<file path="src/rtl/snake_body_engine.sv">
// Snake state engine: segment storage, move/grow/collision logic, and the
// registered per-pixel cell classifier used by the renderer.
module snake_body_engine #(
    parameter int MAX_LEN  = 16,
    parameter int INIT_LEN = 3,
    parameter int INIT_X   = 20,
    parameter int INIT_Y   = 15
) (
    input  logic       clk,
    input  logic       rst,
    input  logic [9:0] x_pos,
    input  logic [9:0] y_pos,
    input  logic       move_tick,
    input  logic [1:0] dir_in,
    input  logic [1:0] game_status,
    input  logic [5:0] apple_x,
    input  logic [4:0] apple_y,
    output logic [1:0] snake,
    output logic       apple_eaten,
    output logic       hit_wall,
    output logic       hit_body,
    output logic [5:0] length
);
    localparam logic [1:0] DIR_UP = 2'b00, DIR_DOWN = 2'b01, DIR_LEFT = 2'b10, DIR_RIGHT = 2'b11;
    localparam logic [1:0] GS_RESTART = 2'b00, GS_PLAY = 2'b10;
    localparam logic [1:0] Q_NONE = 2'b00, Q_HEAD = 2'b01, Q_BODY = 2'b10, Q_WALL = 2'b11;

    logic [5:0] r_seg_x [MAX_LEN];
    logic [4:0] r_seg_y [MAX_LEN];
    logic [5:0] r_len;
    logic [1:0] r_cur_dir, r_pend_dir, r_snake;
    logic       r_apple_eaten, r_hit_wall, r_hit_body;

    logic [5:0] w_nx;
    logic [4:0] w_ny;
    logic       w_restart, w_move, w_wall_hit, w_body_hit, w_apple;
    logic [5:0] w_qx, w_qy;
    logic       w_q_body;
    logic [1:0] w_qcode;

    function automatic logic [1:0] reverse_dir(input logic [1:0] d);
        return {d[1], ~d[0]};
    endfunction

    assign w_restart = rst || (game_status == GS_RESTART);
    assign w_move    = move_tick && (game_status == GS_PLAY) && !r_hit_wall && !r_hit_body;
    assign w_qx      = x_pos[9:4];
    assign w_qy      = y_pos[9:4];

    // Candidate head cell uses the pending direction, which becomes current on a move.
    always_comb begin
        w_nx = r_seg_x[0];
        w_ny = r_seg_y[0];
        case (r_pend_dir)
            DIR_UP:    w_ny = r_seg_y[0] - 5'd1;
            DIR_DOWN:  w_ny = r_seg_y[0] + 5'd1;
            DIR_LEFT:  w_nx = r_seg_x[0] - 6'd1;
            default:   w_nx = r_seg_x[0] + 6'd1;
        endcase
    end

    assign w_wall_hit = (w_nx == 6'd0) || (w_nx == 6'd39) || (w_ny == 5'd0) || (w_ny == 5'd29);
    assign w_apple    = (w_nx == apple_x) && (w_ny == apple_y);

    // The tail (index length-1) vacates on this move, so it cannot cause a self hit.
    always_comb begin
        w_body_hit = 1'b0;
        for (int i = 1; i < MAX_LEN; i++) begin
            if ((i < int'(r_len) - 1) && (r_seg_x[i] == w_nx) && (r_seg_y[i] == w_ny))
                w_body_hit = 1'b1;
        end
    end

    always_comb begin
        w_q_body = 1'b0;
        for (int i = 1; i < MAX_LEN; i++) begin
            if ((i < int'(r_len)) && (r_seg_x[i] == w_qx) && ({1'b0, r_seg_y[i]} == w_qy))
                w_q_body = 1'b1;
        end
        w_qcode = Q_NONE;
        if ((w_qx < 6'd40) && (w_qy < 6'd30)) begin
            if ((w_qx == 6'd0) || (w_qx == 6'd39) || (w_qy == 6'd0) || (w_qy == 6'd29))
                w_qcode = Q_WALL;
            else if ((w_qx == r_seg_x[0]) && (w_qy == {1'b0, r_seg_y[0]}))
                w_qcode = Q_HEAD;
            else if (w_q_body)
                w_qcode = Q_BODY;
        end
    end

    always_ff @(posedge clk) begin
        if (w_restart) begin
            for (int i = 0; i < MAX_LEN; i++) begin
                r_seg_x[i] <= (i < INIT_LEN) ? 6'(INIT_X - i) : 6'd0;
                r_seg_y[i] <= 5'(INIT_Y);
            end
            r_len         <= 6'(INIT_LEN);
            r_cur_dir     <= DIR_RIGHT;
            r_pend_dir    <= DIR_RIGHT;
            r_snake       <= Q_NONE;
            r_apple_eaten <= 1'b0;
            r_hit_wall    <= 1'b0;
            r_hit_body    <= 1'b0;
        end else begin
            r_snake       <= w_qcode;
            r_apple_eaten <= 1'b0;
            if (game_status == GS_PLAY) begin
                if (dir_in != reverse_dir(r_cur_dir))
                    r_pend_dir <= dir_in;
                if (w_move) begin
                    if (w_wall_hit) begin
                        r_hit_wall <= 1'b1;
                    end else if (w_body_hit) begin
                        r_hit_body <= 1'b1;
                    end else begin
                        // Shifting every slot keeps the old tail as the new tail on growth.
                        for (int i = 1; i < MAX_LEN; i++) begin
                            r_seg_x[i] <= r_seg_x[i-1];
                            r_seg_y[i] <= r_seg_y[i-1];
                        end
                        r_seg_x[0] <= w_nx;
                        r_seg_y[0] <= w_ny;
                        r_cur_dir  <= r_pend_dir;
                        if (w_apple) begin
                            r_apple_eaten <= 1'b1;
                            if (r_len < 6'(MAX_LEN))
                                r_len <= r_len + 6'd1;
                        end
                    end
                end
            end
        end
    end

    assign snake       = r_snake;
    assign apple_eaten = r_apple_eaten;
    assign hit_wall    = r_hit_wall;
    assign hit_body    = r_hit_body;
    assign length      = r_len;
endmodule

</file>
<file path="config.mk">
export PLATFORM = sky130hd
export DESIGN_NAME = snake_body_engine
export DESIGN_NICKNAME = d
export VERILOG_FILES = /design/src/rtl/snake_body_engine.sv
export SDC_FILE = /design/constraint.sdc
export NUM_CORES = 1
export LEC_CHECK = 0
export ABC_AREA = 0
export BUFFER_PORTS_ARGS = -buffer_cell sky130_fd_sc_hd__buf_4
export CAP_MARGIN = 20
export CORE_MARGIN = 5
export CORE_UTILIZATION = 39
export CTS_BUF_LIST = sky130_fd_sc_hd__clkbuf_8
export CTS_CLUSTER_DIAMETER = 50
export DETAILED_ROUTE_END_ITERATION = 6
export PLACE_DENSITY = 0.65
export SYNTH_ARGS = -nofsm -noshare
export SYNTH_HDL_FRONTEND = slang
export SYNTH_SLANG_ARGS = --single-unit
</file>
<file path="constraint.sdc">
create_clock -name clk -period 8.88 [get_ports clk]
set_clock_uncertainty 0.2 [all_clocks]
set_input_delay 0 -clock clk [delete_from_list [all_inputs] [get_ports clk]]
set_output_delay 0 -clock clk [all_outputs]
set_load 0.005 [all_outputs]
</file>
==> flow_summary.yaml <==
yosys:
  ys_seq_area_share_pct: 36.0
  synth_top_area_share_pct: 24.1
  syn_inst: 1437
  yosys-top-cells-area: "edfxtp_1, xor2_1, dfxtp_1"
  synthesis.nets: 1483
  ys_ff_latch: 191
  ys_async_sr_fraction_pct: 0
  synthesis.area_um2: 13700
  synth_top_family_by_area: "XOR/XNOR gates"
  synthMuxAreaShare_pct: 5.72
  synth-edff-count: 110
  yosys.area_share.simple_pct: 20.1
  syn_avg_cell_area_um2: 9.53
  yosys_warnings: 0
  synth_xor_area_share_pct: 24.4
  synth_compound_area_share_pct: 8.32
  synth_ff_type: "edfxtp_1"
  synth-adder-area-share_pct: 0.786
  synth_area_leader_cell: "edfxtp_1"
  synth.distinct_cells: 88
job:
  cap_violations: 0
floorplanning:
  row_count: 68
  die_w_um: 197
  core_area_um2: 34600
  io_pins: 49
  start_util_pct: 39.6
  die_area_um2: 39000
  die_h_um: 197
route:
  viasPerCell: 5.95
  drt_pass1_iterations: 7
  wl_per_cell_um: 25.9
  detail-route-antenna-nets: 0
  drcViolationCount: 15
  wirelength_um: 49400
  vias: 11336
  dr.first_iter.drc_count: 980
clock_network:
  ctsRootBufferMaster: "clkbuf_8"
  cts_resized: 0
  clock_latency_ns: 0.51
  h-tree-depth: 4
  clockBufferDepth: 2
  cts_tree: "built"
  clock-sinks: 191
  clk_pin_slew_ns: 0.12
  cts_buffers: 17
power:
  irDropWorstVdd_v: 0.0000910
  power_density_nw_per_um2: 135
  power_leakage_nw: 5.49
worst_setup_path:
  cpMostUsedCell: "xnor2_1"
  ff2ff_path_depth: 14
  crit_type: "reg2reg"
  cp_slowest_cell: "edfxtp_1"
  cp_max_fo: 72
  worstPathArrival_ns: 6.77
  crit_chain: "inv_1, xnor2_1, ha_1, or4b_1, nand3_1, and2_1, xnor2_1, or4_1, a2111oi_0, nor4_1, nand4_2, or2_4, nand2_4, buf_4"
  slowest_delay_ns: 0.84
  end_kind: "flop"
  crit_required_ns: 8.88
  critPathLaunchType: "flop"
final_layout:
  layout_common_cells: "xor2_1, xnor2_1, edfxtp_1, nand2_1, nor2_1"
  final_area_um2: 14800
  drive_gt1_share_pct: 11.2
  fillers: 3402
  synthToLayoutAreaGrowth_pct: 8.32
  mostFrequentLayoutCell: "xor2_1"
  num-nets-final: 1484
  finish.utilization_pct: 42.8
  n_antenna_cell: 0
grt:
  grt_max_degree: 73
  grt_usage_pct: 25.0
  grt-ovfl-total: 0
  use_met2_pct: 41.2
  met1_usage_pct: 32.8
  grtUsageMet3_pct: 4.62
  grt.busiest_layer: "met2"
  antenna_found_initial: 1
  grt_pass1_vias: 10896
  grt_pass1_wl_um: 72500
placed_design:
  port_buffers: 40
  place_area_um2: 14200
  gp_congestion: 0.940
  pre_cts_ws_ns: 2.17
  dp_hpwl_um: 35400
run_status:
  violations: "DRC"
  status: "complete, but fails checks"
timing:
  setup_ws_ns: 2.12
  period_share_pct: 76.2
  setup_viol: 0
  min_period_ns: 6.76
  slew_headroom_pct: 22.9
  worstMarginPinSlew_ns: 1.15
  fmax_ghz: 0.148
  final-hold-violation-count: 0
  tns_ns: 0
  hold_ws_ns: 0.163
  maxSlewViolCount: 0
  rsz0062_at_grt: "no"
worst_hold_path:
  worstHoldPathCells: 5
  hp-class: "in2reg"
==> Yosys cell counts (5+ instances only) <==
cell	count
buf_4	8
clkbuf_1	53
nand3_1	33
mux2i_1	67
o22ai_1	6
a2111oi_0	9
nand4_1	37
buf_2	18
nand2_1	88
nor2b_1	5
buf_6	7
xor2_1	208
nor2_1	86
a31oi_1	12
edfxtp_1	110
a211oi_1	9
dfxtp_1	81
o21ai_0	25
xnor3_1	5
o211ai_1	16
ha_1	7
a21oi_1	31
or2_2	38
o2111ai_1	5
nor3b_1	6
and3_1	5
o31ai_1	6
nand4b_1	5
or2_1	7
xnor2_1	153
buf_1	13
nor4_1	56
nor3_1	27
and2_1	58
inv_1	24
or4_1	11
or3_1	12
nand2b_1	10
==> sequential cells by signal (all words and copies together), names as in the netlist <==
| register | flops |
|---|---|
| r_seg_y | 80 |
| snake | 2 |
| r_pend_dir | 2 |
| hit_wall | 1 |
| hit_body | 1 |
| length | 6 |
| apple_eaten | 1 |
| r_seg_x | 96 |
| r_cur_dir | 2 |
==> final timing paths <==
path                                startpoint              to  slack [ns]
worst max-delay path             r_seg_x[0][1]   r_seg_y[0][9]        2.12
worst min-delay path            game_status[0]  r_seg_x[1][15]        0.16
worst min register to register        hit_wall        hit_wall        0.32
worst max register to register   r_seg_x[0][1]   r_seg_y[0][9]        2.12
==> cell type report <==
| cell class | count | area, µm² | area share [%] |
|---|---|---|---|
| Timing Repair Buffer | 87 | 698 | 4.71 |
| Clock buffer | 18 | 248 | 1.67 |
| Sequential cell | 191 | 4930 | 33.2 |
| Tap cell | 455 | 569 | 3.84 |
| Inverter | 24 | 90.1 | 0.607 |
| Multi-Input combinational cell | 1117 | 8140 | 54.9 |
| Clock inverter | 14 | 165 | 1.11 |
==> metrics by stage <==
| stage | cells | total power [W] |
|---|---|---|
| floorplan | 1437 | 0.00125 |
| global placement | 1854 | 0.00135 |
| detailed placement | 1855 | 0.00136 |
| CTS | 1906 | 0.00200 |
| global route | 1906 | 0.00206 |
| finish | 1906 | 0.00200 |
==> critical path, delay by kind of cell, from the launching register on <==
kind | cells | cell delay [ns]
xor+xnor | 2 | 0.29
fa+ha+maj | 1 | 0.32
buf+inv | 2 | 0.77
simple gates | 8 | 3.52
compound gates | 1 | 0.47
flops | 1 | 0.84
==> power by group <==
| part | internal (W) | switching (W) |
|---|---|---|
| Combinational | 0.000136 | 0.000225 |
| Sequential | 0.000957 | 0.0000334 |
| Clock | 0.000287 | 0.000364 |
==> kinds of logic (layout without fill, tap and decap cells) <==
kind of cell	Yosys count	count (layout)
compound gates	163	163
xor+xnor	369	369
fa+ha+maj	8	8
buf+inv	129	143
flops	191	191
mux	74	74
simple gates	503	503
==> what timing repair did <==
item | 4_1_cts | 5_1_grt
setup buffers | 0 | 0
hold buffers | 19 | 0
endpoints found under the hold margin | 38 | 0
==> routing by layer <==
| layer | share of wire, % | vias to the layer above |
|---|---|---|
| met5 | 0.016 | - |
| met4 | 4.0 | 2 |
| met3 | 8.4 | 99 |
| met2 | 47 | 591 |
| met1 | 41 | 5587 |
| li1 | - | 5057 |
No activity file was read; power rests on OpenSTA's default activity.
